File: config.mk
export PLATFORM = sky130hd
export DESIGN_NAME = aer_spike_sender
export DESIGN_NICKNAME = d
export VERILOG_FILES = /design/src/rtl/aer_spike_sender.sv
export SDC_FILE = /design/constraint.sdc
export NUM_CORES = 1
export LEC_CHECK = 0
export CAP_MARGIN = 0
export CORE_ASPECT_RATIO = 0.8
export CORE_MARGIN = 5
export CORE_UTILIZATION = 41
export CTS_CLUSTER_SIZE = 20
export DETAILED_ROUTE_END_ITERATION = 8
export DONT_BUFFER_PORTS = 1
export GPL_ROUTABILITY_DRIVEN = 0
export MAX_ROUTING_LAYER = met4
export PLACE_DENSITY_LB_ADDON = 0.12
export REMOVE_ABC_BUFFERS = 1
export SETUP_SLACK_MARGIN = 0.02
export SYNTH_ARGS = -nofsm -noshare
export SYNTH_HDL_FRONTEND = slang
export SYNTH_SLANG_ARGS = --single-unit
File: constraint.sdc
create_clock -name CLK -period 1.65 [get_ports CLK]
set_clock_uncertainty 0.05 [all_clocks]
set_input_delay 0.33 -clock CLK [delete_from_list [all_inputs] [get_ports CLK]]
set_output_delay 0.33 -clock CLK [all_outputs]
set_load 0.005 [all_outputs]
File: src/rtl/aer_spike_sender.sv
// AER transmitter: turns each sorted pixel index from the rank-order encoder into one
// 4-phase REQ/ACK address-event, with back-pressure, an event counter and sticky error flags.
module aer_spike_sender #(
  parameter int ADDR_BITS      = 10,
  parameter int TIMEOUT_CYCLES = 1024,
  parameter int CNT_BITS       = 10
) (
  input  logic                 CLK,
  input  logic                 RST,
  input  logic [ADDR_BITS-1:0] NEXT_INDEX,
  input  logic                 FOUND_NEXT_INDEX,
  input  logic                 CNT_CLR,
  output logic                 AERIN_CTRL_BUSY,
  output logic [ADDR_BITS-1:0] AEROUT_ADDR,
  output logic                 AEROUT_REQ,
  input  logic                 AEROUT_ACK,
  output logic [CNT_BITS-1:0]  EVENT_CNT,
  output logic                 ERR_TIMEOUT,
  output logic                 ERR_OVERRUN,
  output logic [1:0]           o_dbg_state
);

  localparam int TW = (TIMEOUT_CYCLES > 2) ? $clog2(TIMEOUT_CYCLES) : 1;

  typedef enum logic [1:0] {
    S_IDLE   = 2'd0,
    S_SETUP  = 2'd1,
    S_REQ_HI = 2'd2,
    S_REQ_LO = 2'd3
  } state_t;

  // Handshake: REQ rises only after one cycle of stable ADDR; REQ falls once the synchronised
  // ACK is high; the event completes (BUSY falls) once the synchronised ACK is low again.
  state_t                r_state;
  logic [ADDR_BITS-1:0]  r_addr;
  logic                  r_req;
  logic                  r_busy;
  logic [CNT_BITS-1:0]   r_cnt;
  logic                  r_err_to;
  logic                  r_err_ov;
  logic                  r_ack1;
  logic                  r_ack2;
  logic [TW-1:0]         r_tmo;

  logic w_tmo_hit;
  logic w_wait_edge;
  logic w_done;
  logic w_abort;
  logic w_overrun;

  assign w_tmo_hit   = (r_tmo == TW'(TIMEOUT_CYCLES - 1));
  // True while the FSM is still waiting for the ACK edge it needs in the current state.
  assign w_wait_edge = ((r_state == S_REQ_HI) && !r_ack2) || ((r_state == S_REQ_LO) && r_ack2);
  assign w_done      = (r_state == S_REQ_LO) && !r_ack2;
  assign w_abort     = w_wait_edge && w_tmo_hit;
  assign w_overrun   = FOUND_NEXT_INDEX && (r_state != S_IDLE);

  always_ff @(posedge CLK) begin
    if (RST) begin
      r_state  <= S_IDLE;
      r_addr   <= '0;
      r_req    <= 1'b0;
      r_busy   <= 1'b0;
      r_cnt    <= '0;
      r_err_to <= 1'b0;
      r_err_ov <= 1'b0;
      r_ack1   <= 1'b0;
      r_ack2   <= 1'b0;
      r_tmo    <= '0;
    end else begin
      r_ack1 <= AEROUT_ACK;
      r_ack2 <= r_ack1;

      case (r_state)
        S_IDLE: begin
          if (FOUND_NEXT_INDEX) begin
            r_addr  <= NEXT_INDEX;
            r_busy  <= 1'b1;
            r_tmo   <= '0;
            r_state <= S_SETUP;
          end
        end
        S_SETUP: begin
          r_req   <= 1'b1;
          r_tmo   <= '0;
          r_state <= S_REQ_HI;
        end
        S_REQ_HI: begin
          if (r_ack2) begin
            r_req   <= 1'b0;
            r_tmo   <= '0;
            r_state <= S_REQ_LO;
          end else if (w_tmo_hit) begin
            r_req   <= 1'b0;
            r_busy  <= 1'b0;
            r_tmo   <= '0;
            r_state <= S_IDLE;
          end else begin
            r_tmo <= r_tmo + 1'b1;
          end
        end
        S_REQ_LO: begin
          if (!r_ack2) begin
            r_busy  <= 1'b0;
            r_tmo   <= '0;
            r_state <= S_IDLE;
          end else if (w_tmo_hit) begin
            r_req   <= 1'b0;
            r_busy  <= 1'b0;
            r_tmo   <= '0;
            r_state <= S_IDLE;
          end else begin
            r_tmo <= r_tmo + 1'b1;
          end
        end
        default: begin
          r_req   <= 1'b0;
          r_busy  <= 1'b0;
          r_tmo   <= '0;
          r_state <= S_IDLE;
        end
      endcase

      // Clear takes priority over a completion or error arriving in the same cycle.
      if (CNT_CLR) begin
        r_cnt    <= '0;
        r_err_to <= 1'b0;
        r_err_ov <= 1'b0;
      end else begin
        if (w_done && (r_cnt != {CNT_BITS{1'b1}})) r_cnt <= r_cnt + 1'b1;
        if (w_abort)   r_err_to <= 1'b1;
        if (w_overrun) r_err_ov <= 1'b1;
      end
    end
  end

  assign AERIN_CTRL_BUSY = r_busy;
  assign AEROUT_ADDR     = r_addr;
  assign AEROUT_REQ      = r_req;
  assign EVENT_CNT       = r_cnt;
  assign ERR_TIMEOUT     = r_err_to;
  assign ERR_OVERRUN     = r_err_ov;
  assign o_dbg_state     = r_state;

endmodule

== After elaboration in Yosys (flattened, before gate mapping) ==
Cells that the tools add are included.

* Bits in registers: 38
* Bits of input ports: 15
* Output and inout bits: 26
* Logic and storage cells: 55

* $add $sub $neg: 2
* Eq/ne operators: 8
* Mux-type cells: 19
* Reduce and logical (&&, ||, !) cells: 16

{| class="wikitable"
|+ Operators with widths
! operator !! count
|-
| $mux 10 || 4
|-
| $pmux 10 s4 || 1
|-
| $add 10x1->10 const B || 2
|-
| $eq 10x10->1 const B || 1
|-
| $ne 10x10->1 const B || 1
|-
| $mux 2 || 4
|-
| $pmux 2 s4 || 1
|-
| $mux 1 || 7
|-
| $logic_and 1x1->1 || 6
|-
| $ne 2x2->1 const B || 3
|-
| $pmux 1 s3 || 2
|-
| $reduce_bool 3->1 || 2
|-
| $eq 2x2->1 const B || 2
|-
| $reduce_and 2->1 || 2
|-
| $reduce_and 3->1 || 1
|-
| $eq 2x1->1 const B || 1
|-
| $logic_not 2->1 || 1
|-
| $reduce_bool 2->1 || 1
|-
| $reduce_or 2->1 || 1
|-
| $logic_not 1->1 || 1
|-
| $logic_or 1x1->1 || 1
|}

== Logic depth before layout (Yosys ltp) ==
Gate-level depths: netlist of run 1.

* Depth after elaboration: 4
* Gate-level depth with buffers: 6

== Worst setup path before layout of run 1 ==
Ideal clock, no wire load.

* Kind: flip-flop to flip-flop
* Start point: register r_tmo[0]
* End point: register r_tmo[5]
* Data arrival time: 1,614 ps
* Required time: 1,526 ps
* Setup slack: -89 ps
* Cell stages (with the launch flop): 7
* Period minus slack after synthesis: 1,739 ps
* Cell sequence: dfxtp_1 ha_1 and4_4 and3_4 buf_6 or4_1 a31oi_1

* Longest elaborated chain between the ends: 4
* Elaborated cells between the ends (all ways): 6
* Classes of those cells: add/sub: 1; eq/ne: 1; mux: 4

{| class="wikitable"
|+ Ends and longest elaborated chain
! element !! line !! text
|-
| start, declared || 43 || <nowiki>logic [TW-1:0] r_tmo;</nowiki>
|-
| start signal, assigned || 99 || <nowiki>r_tmo <= r_tmo + 1'b1;</nowiki>
|-
| start signal, assigned || 113 || <nowiki>r_tmo <= r_tmo + 1'b1;</nowiki>
|-
| $add 10x1->10 or $eq 10x10->1 (tied branches) || 99, 113, 51 ||
|-
| $mux 10 * || 93, 107 ||
|-
| $mux 10 (on tied branches) || 103, 89 ||
|-
| $pmux 10 s4 * || 74 || <nowiki>case (r_state)</nowiki>
|}

Every way passes the cells marked *; elsewhere a longest branch is shown, timed or not.
A chain may end at the register's enable or synchronous reset.

== Worst setup path in the final report of run 1 ==
Same ends and word-level chain as after synthesis.

==> results.md, run 1 <==
* CTS max path bufs at 2
* Global-route wire length before repair at 6872 um
* Final antenna-violating net count at 0
* Library cells used by synthesis at 54
* Max rail drop VDD at 0.3735 mV
* Ant. Diodes at 0
* Slowest-stage cell, CP: or4_1
* Num CTS Buffers at 5
* Worst-path clk slew at 80 ps
* RSZ-0062 raised after global routing: yes
* Final hold slack at 46.64 ps
* Core Box Area at 0.004151 mm2
* Status: completed
* Core Util, Final at 0.5078
* Critical path class: reg -> reg
* Global route overflow at 0
* CP Capture Type: flip-flop
* Power per Cell Area at 848.0 mW/mm2
* Vias in the first global route at 1472
* Largest net degree at the start of global routing at 29
* Hold Fails Final Rpt at 0
* EDFF count, synth at 0
* CP top delay family: simple AND/OR/NAND/NOR gates
* #FFs+latches synth at 38
* Clock latency on the worst-skew pair at 290 ps
* Critical Path Fanout Max at 5
* Die Area at 0.005688 mm2
* Final setup fails at 0
* Synth area leaders: dfxtp_1, nand2_1, a21oi_1
* Clock sinks at 38
* Max stage delay on crit path at 460 ps
* Initial DRC Count at 63
* Starting density of the core at 0.4219
* Area grow syn2layout at 20.36%
* Final WL at 4371 um
* Average routed wire per standard cell at 15.50 um
* Post-synth top cells: dfxtp_1, nand2_1, a21oi_1
* Final worst setup slack at 24.56 ps
* DIE HEIGHT at 68.46 um
* Max_cap viols at 0
* Pins over their slew limit at 0
* Port bufs at 0
* Ys Warns at 0
* Vias post-DR at 1602
* Post-Syn Area at 0.001752 mm2
* Fin nets at 241
* Leakage at 0.7559 nW
* Leading area contributor after synthesis: dfxtp_1
* CTS H-tree lvls at 2
* TNS Setup at 0 ps
* Post-synth top area share at 0.4343
* Worst setup SP type: flip-flop
* Slew headroom at 0.6911
* Total GRT Usage at 0.1595
* Root Buffer: clkbuf_8
* Syn Area/Cell at 8.545 um2
* Worst Tran Pin Value at 461.6 ps
* Synth Flop Type: dfxtp_1
* First-pass DRT Iterations at 4
* Crit path buf inv count at 0
* Top Ports at 41
* HP Class: in -> reg
* CTS tree: done
* Post-Layout Inst Area at 0.002108 mm2
* Pre-CTS worst setup slack at 11.43 ps
* Min-Delay Path Depth at 1
* Tmin final at 1625 ps
* Die width at 83.08 um
* CP required at 1820 ps
* Share of layout cells above drive strength 1 at 0.2489
* Final HPWL from detailed placement at 3162 um
* Post-Synthesis Cells at 205
* Max frequency at 615.2 MHz
* Antenna violations before repair at 0
* Drt via density at 5.681
* Critical Path AT at 1800 ps
* CP Cell Sequence: ha_4 > and4_4 > and3_4 > or4_1 > a31oi_1
* Post-route clock period utilization at 0.9851
* Worst reg2reg path depth at 5
* Worst path depth at 5
* Num rows at 21
* Count leader, synth: dfxtp_1
* Drc violations at 0
* Placement Cell Area at 0.001923 mm2
* Sequential-to-total area share from yosys stat at 0.4343
* Async SR Flop Fraction at 0
-- state kept, by name, summed over array words and instances (netlist names) --
register,flops
EVENT_CNT,10
ERR_TIMEOUT,1
r_tmo,10
ERR_OVERRUN,1
r_ack1,1
AERIN_CTRL_BUSY,1
AEROUT_REQ,1
AEROUT_ADDR,10
o_dbg_state,2
r_ack2,1
-- worst reg2reg max path, delay by kind of cell (launching register included) --
family	cells	cell delay, ps
fa+ha+maj	1	160
compound gates	1	170
flops	1	340
simple gates	3	830
-- cell usage in the layout, fill, tap and decap left out, types with 3 or more instances in the layout --
master and n:
nor3_1 4, dfxtp_1 34, nor2_1 13, o31ai_1 5, nor3b_1 3, clkbuf_8 6
a21oi_1 18, dfxtp_2 4, o211ai_1 3, or4_1 5, o21a_1 3, o21ai_0 4
buf_4 21, nand2_1 34, inv_1 3, nand3_1 8
-- power by group --
part           total, mW  switching [mW]  internal [mW]
clock network      0.661           0.324          0.337
registers          0.977          0.0269          0.950
logic              0.150          0.0896         0.0603
-- worst paths after layout --
check           start        to  slack [ps]
max          r_tmo[0]  r_tmo[5]          20
min reg2reg    r_ack1    r_ack2         410
max reg2reg  r_tmo[0]  r_tmo[5]          20
min               RST  r_tmo[0]          50
-- area by class of cell --
class	count	area, um2
Tap cell	57	71.32
Fill cell	406	2043
Inverter	3	11.26
Multi-Input combinational cell	155	1011
Timing Repair Buffer	21	157.7
Sequential cell	38	765.7
Clock buffer	7	86.33
Clock inverter	1	5.005
-- cells by family after synthesis --
kind of cell / share of synthesized area
buffers and inverters: 0.03071
AND/OR/NAND/NOR: 0.2907
adder cells (fa/ha/maj): 0.01428
flip-flops: 0.4343
AO/OA/AOI/OAI: 0.2093
multiplexers: 0.005715
XOR/XNOR: 0.01500
-- per-stage QoR --
step           instances  total power, mW
2_1_floorplan        196            1.088
3_3_place_gp         272            1.135
3_5_place_dp         272            1.141
4_1_cts              280            1.799
5_1_grt              282            1.881
6_report             282            1.788
-- per-layer routing --
metal / routed length, um / track usage / part of all wire
met3: 252 / 0.06980 / 0.058
met2: 2149 / 0.2410 / 0.49
met4: 61 / 0.06531 / 0.014
met1: 1908 / 0.1878 / 0.44
met5: 0 / - / 0
-- repair_timing --
| action | in CTS | in global routing |
|---|---|---|
| resized for setup | 1 | 19 |
| endpoints found under the hold margin | 0 | 0 |
| hold buffers | 0 | 0 |
| endpoints found under the setup margin | 1 | 15 |
| pin swaps | 1 | 2 |
| buffers inserted | 0 | 2 |
Note: power is estimated with default switching activity, not from simulation.
==> inputs of run 2 (changes only) <==
Settings changed: ABC_CLOCK_PERIOD_IN_PS from default to 1650, CORE_UTILIZATION 41 to 40, CTS_BUF_LIST from default to sky130_fd_sc_hd__clkbuf_4.
==> run 2 against run 1 <==
The flow now finishes with violations (negative hold slack). Count of clock-buffer cells in the layout fell by 2. Total power is 0.36% higher. Sequential power is essentially flat. Cell area shrank 0.77%. Die area is 2.2% higher. Largest power group unchanged.
==> results.md, run 2 (same netlist as run 1, synthesis figures left out) <==
* Hold Fails Final Rpt at 20 (was 0)
* Worst Tran Pin Value at 497.1 ps (was 461.6 ps)
* Final HPWL from detailed placement at 3125 um (was 3162 um)
* Max frequency at 608.8 MHz (was 615.2 MHz)
* Vias in the first global route at 1472 (unchanged)
* Critical Path Fanout Max at 4 (was 5)
* Die width at 83.99 um (was 83.08 um)
* TNS Setup at 0 ps (unchanged)
* CTS H-tree lvls at 2 (unchanged)
* FF/Latch Area at 769.5 um2 (was 765.7 um2)
* Status: finished, violations left (was completed)
* Total GRT Usage at 0.1556 (was 0.1595)
* Final setup fails at 0 (unchanged)
* CP required at 1900 ps (was 1820 ps)
* Final hold slack at -48.60 ps (was 46.64 ps)
* Core Box Area at 0.004204 mm2 (was 0.004151 mm2)
* Final WL at 4401 um (was 4371 um)
* DIE HEIGHT at 69.19 um (was 68.46 um)
* Post-Layout Inst Area at 0.002092 mm2 (was 0.002108 mm2)
* Fin nets at 239 (was 241)
* Commonest cells after routing, fill and taps aside: nand2_1, dfxtp_1, a21oi_1, buf_4, nor2_1 (was dfxtp_1, nand2_1, buf_4, a21oi_1, nor2_1)
* Vias post-DR at 1591 (was 1602)
* Max_cap viols at 0 (unchanged)
* RSZ-0062 raised after global routing: yes (unchanged)
* Num rows at 21 (unchanged)
* CTS max path bufs at 2 (unchanged)
* Root Buffer: clkbuf_4 (was clkbuf_8)
* First-pass DRT Iterations at 4 (unchanged)
* Pins over their slew limit at 0 (unchanged)
* Power per Cell Area at 857.7 mW/mm2 (was 848.0 mW/mm2)
* Post-route clock period utilization at 0.9955 (was 0.9851)
* Leakage at 0.7383 nW (was 0.7559 nW)
* CTS tree: done (unchanged)
* Largest net degree at the start of global routing at 29 (unchanged)
* Starting density of the core at 0.4167 (was 0.4219)
* Drt via density at 5.682 (was 5.681)
* CP Capture Type: flip-flop (unchanged)
* Final antenna-violating net count at 0 (unchanged)
* HP Class: in -> reg (unchanged)
* Critical Path AT at 1900 ps (was 1800 ps)
* Initial DRC Count at 105 (was 63)
* Failing checks: negative hold slack
* Multi-input logic area at 0.001010 mm2 (was 0.001011 mm2)
* Global-route wire length before repair at 7148 um (was 6872 um)
* Num CTS Buffers at 5 (unchanged)
* Most common cell after layout, fill and taps aside: nand2_1
* Critical path class: reg -> reg (unchanged)
* Drc violations at 0 (unchanged)
* Tmin final at 1643 ps (was 1625 ps)
* CTS Hold Buffers Added at 2 (was 0)
* Global route overflow at 0 (unchanged)
* Clock sinks at 38 (unchanged)
* Antenna violations before repair at 0 (unchanged)
* Max rail drop VDD at 0.5826 mV (was 0.3735 mV)
* Top Ports at 41 (unchanged)
* Worst-path clk slew at 140 ps (was 80 ps)
* Worst setup SP type: flip-flop (unchanged)
* Fillcell total at 413 (was 406)
* Ant. Diodes at 0 (unchanged)
* Area grow syn2layout at 19.43% (was 20.36%)
* Share of layout cells above drive strength 1 at 0.2422 (was 0.2489)
* Slew headroom at 0.6674 (was 0.6911)
* Clock latency on the worst-skew pair at 360 ps (was 290 ps)
* Port bufs at 0 (unchanged)
* Die Area at 0.005811 mm2 (was 0.005688 mm2)
* Average routed wire per standard cell at 15.72 um (was 15.50 um)
* Placement Cell Area at 0.001901 mm2 (was 0.001923 mm2)
run 2: cell count changes in the layout (fill, tap and decap cells not counted), sizes merged:
cell / change
buf: -4
bufinv: +1
clkbuf: -2
clkinv: -1
clkinvlp: +2
dlygate4sd3: +2
run 2: repair_timing:
item	CTS	global route
pin swaps	2	6
hold endpoints to repair	22	20
endpoints found under the setup margin	5	23
buffers inserted	1	0
gates resized for setup	6	16
run 2: per-stage QoR:
stage	instances	power (mW)	utilization	hold WS, ps	setup slack [ps]
after floorplan	196	1.088	-	349.1	-28.57
after global placement	269	1.136	0.4521	352.4	27.00
after detailed placement	269	1.142	0.4521	353.9	1.718
after CTS	280	1.804	0.4830	-50.92	13.49
after global routing	280	1.880	0.4976	-79.09	-38.09
final	280	1.794	0.4976	-48.60	7.399
run 2: layout make-up:
cell class              instances  share of cell area
clock buffers                   5             0.01794
clock inverters                 3             0.02153
inverters                       3            0.005383
multi-input cells             155              0.4827
flip-flops and latches         38              0.3678
well taps                      57             0.03409
repair buffers                 19             0.07057
run 2: metal layers:
metal	share of wire	vias up	track usage
met2	0.48	41	0.2339
li1	-	790	-
met3	0.056	5	0.06057
met5	0	-	-
met4	0.012	0	0.04286
met1	0.45	755	0.1952
run 2: worst max-delay path: stages (launching register included):
cell and delay, ps:
dfxtp_2 360, ha_4 150, and4_4 190, and3_4 180
or4_4 480, a31oi_1 170
run 2: final timing paths:
| path | from | end | slack (ps) | depth (start not counted) |
|---|---|---|---|---|
| max reg2reg | r_tmo[0] | r_tmo[5] | 7 | 5 |
| max | r_tmo[0] | r_tmo[5] | 7 | 5 |
| min | RST | o_dbg_state[0] | -50 | 1 |
| min reg2reg | AEROUT_ADDR[3] | AEROUT_ADDR[3] | 430 | 2 |
run 2: where the power goes:
group	internal (mW)	switching (mW)	total (mW)
Clock	0.318	0.346	0.664
Combinational	0.0655	0.0881	0.154
Sequential	0.949	0.0280	0.977
Total	1.33	0.462	1.79
==> inputs of run 3 (changes only) <==
--- a/constraint.sdc
+++ b/constraint.sdc
@@ -4,2 +4,2 @@
 set_output_delay 0.33 -clock CLK [all_outputs]
-set_load 0.005 [all_outputs]
+set_load 0.05 [all_outputs]
==> run 3 against run 2 <==
The run ends with negative hold slack, negative setup slack left. Hold slack improved by 28 ps. Sequential power rose by 6%. Worst setup slack got worse by 47 ps. Via count rose by 2.4%. Non-clock buffer count rose by 9. Sequential cell count did not move. Clock power fell by 29%. First-iteration DRC count fell by 15%. Die area did not move. Cell count rose by 3.2%. Core utilization rose by 1.5 points. Total power fell by 4.8%. Critical path type unchanged.
==> results.md, run 3 (same netlist as run 1, synthesis figures left out) <==
* Status: finished, violations left (unchanged)
* Failing checks: negative hold slack, negative setup slack (was negative hold slack)
* Drc violations at 0 (unchanged)
* Die Area at 0.005811 mm2 (unchanged)
* CP top delay family: simple AND/OR/NAND/NOR gates (unchanged)
* Critical Path Fanout Max at 4 (unchanged)
* Final hold slack at -21.01 ps (was -48.60 ps)
* Max rail drop VDD at 0.6010 mV (was 0.5826 mV)
* Num rows at 21 (unchanged)
* Capture point of the worst reg-to-reg path: r_tmo[5] (unchanged)
* Pre-CTS worst setup slack at -19.29 ps (was 1.718 ps)
* Core Box Area at 0.004204 mm2 (unchanged)
* Tmin final at 1690 ps (was 1643 ps)
* Worst R2R Start: r_tmo[0] (unchanged)
* First-pass DRT Iterations at 4 (unchanged)
* Sequential power share at 0.612 (was 0.545)
* Total GRT Usage at 0.1634 (was 0.1556)
* Worst Hold End: o_dbg_state[0] (unchanged)
* Final worst setup slack at -39.69 ps (was 7.399 ps)
* Power per Cell Area at 793.2 mW/mm2 (was 857.7 mW/mm2)
* Root Buffer: clkbuf_4 (unchanged)
* CTS tree: done (unchanged)
* Max stage delay on crit path at 490 ps (was 480 ps)
* Pint at 1.180 mW (was 1.333 mW)
* Num CTS Buffers at 5 (unchanged)
* CP Cell Sequence: ha_4 > and4_4 > and3_4 > or4_4 > a31oi_4 (was ha_4 > and4_4 > and3_4 > or4_4 > a31oi_1)
* CTS max path bufs at 2 (unchanged)
* Clock sinks at 38 (unchanged)
* Worst Tran Pin Value at 539.7 ps (was 497.1 ps)
* Final WL at 4512 um (was 4401 um)
* Pins over their slew limit at 0 (unchanged)
* Worst reg2reg path depth at 5 (unchanged)
* Final HPWL from detailed placement at 3271 um (was 3125 um)
* Largest net degree at the start of global routing at 29 (unchanged)
* CTS Hold Buffers Added at 2 (unchanged)
* Max frequency at 591.8 MHz (was 608.8 MHz)
* Most common cell after layout, fill and taps aside: nand2_1 (unchanged)
* RSZ-0062 raised after global routing: yes (unchanged)
* Combinational share of power at 0.111 (was 0.086)
* Fin nets at 248 (was 239)
* Average routed wire per standard cell at 15.61 um (was 15.72 um)
* Ant. Diodes at 0 (unchanged)
* Vias in the first global route at 1663 (was 1472)
* Fillcell total at 419 (was 413)
* Max_cap viols at 0 (unchanged)
* Worst setup SP type: flip-flop (unchanged)
* Area grow syn2layout at 22.93% (was 19.43%)
* CTS H-tree lvls at 2 (unchanged)
* Switching share of power at 0.3093 (was 0.2573)
* Share of layout cells above drive strength 1 at 0.2759 (was 0.2422)
* Min-Delay Path Depth at 1 (unchanged)
* Commonest cells after routing, fill and taps aside: nand2_1, dfxtp_1, buf_4, a21oi_1, nor2_1 (was nand2_1, dfxtp_1, a21oi_1, buf_4, nor2_1)
* Crit path buf inv count at 0 (unchanged)
* Global-route wire length before repair at 7624 um (was 7148 um)
* Initial DRC Count at 89 (was 105)
* Starting density of the core at 0.4167 (unchanged)
* Clock power frac at 0.277 (was 0.370)
* Sw Pwr at 0.5283 mW (was 0.4617 mW)
* Port bufs at 0 (unchanged)
* Global route overflow at 0 (unchanged)
* Clock latency on the worst-skew pair at 340 ps (was 360 ps)
* Final setup fails at 1 (was 0)
* R2R Setup Slk at -40 ps (was 7 ps)
* Slew headroom at 0.6397 (was 0.6674)
* CP required at 1880 ps (was 1900 ps)
* Critical Path AT at 1920 ps (was 1900 ps)
* HP Class: in -> reg (unchanged)
* Hold Fails Final Rpt at 18 (was 20)
* Critical path class: reg -> reg (unchanged)
* Die width at 83.99 um (unchanged)
* Antenna violations before repair at 0 (unchanged)
* Top Ports at 41 (unchanged)
* Vias post-DR at 1629 (was 1591)
* Worst-path clk slew at 110 ps (was 140 ps)
* Slowest-stage cell, CP: or4_4 (unchanged)
* Leakage at 0.7991 nW (was 0.7383 nW)
* DIE HEIGHT at 69.19 um (unchanged)
* CP Capture Type: flip-flop (unchanged)
* Final antenna-violating net count at 0 (unchanged)
* Hold path startpoint: RST (unchanged)
* Post-route clock period utilization at 1.024 (was 0.9955)
* Drt via density at 5.637 (was 5.682)
[run 3: cell types whose count changed in the layout (fill, tap and decap cells not counted), sizes merged]
cell,delta
clkinv,+2
buf,+9
bufinv,-1
clkinvlp,-1
[run 3: how the worst max path moves through the flow]
| stage | from | to | slack, ps | cells past startpoint |
|---|---|---|---|---|
| final | r_tmo[0] | r_tmo[5] | -40 | 5 |
| after global placement | r_tmo[0] | r_tmo[5] | 50 | 5 |
| after global routing | r_tmo[1] | r_tmo[5] | -80 | 5 |
| after detailed placement | r_tmo[0] | r_tmo[5] | -20 | 5 |
| after CTS | r_tmo[0] | r_tmo[5] | -10 | 5 |
| after floorplan | o_dbg_state[0] | EVENT_CNT[8] | -400 | 4 |
[run 3: layout make-up]
class | count | area [um2] | area share
Timing Repair Buffer | 28 | 219.0 | 0.1017
Multi-Input combinational cell | 155 | 1028 | 0.4776
Clock inverter | 3 | 16.27 | 0.007554
Inverter | 3 | 11.26 | 0.005230
Clock buffer | 5 | 37.54 | 0.01743
Sequential cell | 38 | 769.5 | 0.3573
Tap cell | 57 | 71.32 | 0.03312
[run 3: per-layer routing]
layer	GRT usage	wire, um	up-vias
met4	0.06786	32	0
li1	-	-	807
met2	0.2613	2187	43
met1	0.1928	2029	775
met3	0.04751	263	4
met5	-	0	-
[run 3: power by group through the flow]
stage               registers (mW)  logic [mW]  clock network, mW
floorplan                     1.09      0.0911                  0
global placement              1.06       0.174                  0
detailed placement            1.06       0.179                  0
CTS                           1.04       0.183              0.485
global route                  1.05       0.212              0.521
finish                        1.04       0.190              0.473
[run 3: metrics by stage]
step	instances	cell area (um2)	total power, mW	setup TNS (ps)	util
final	289	2153	1.708	-39.69	0.5122
after global placement	279	1976	1.235	0	0.4699
after CTS	289	2061	1.711	-13.03	0.4902
after global routing	289	2153	1.784	-89.51	0.5122
after detailed placement	279	1976	1.243	-19.29	0.4699
after floorplan	196	1709	1.183	-3418	-
[run 3: what timing repair did]
item	CTS	global route
setup buffers	0	0
endpoints found under the setup margin	4	25
pin swaps	1	3
resized for setup	5	20
endpoints found under the hold margin	21	20
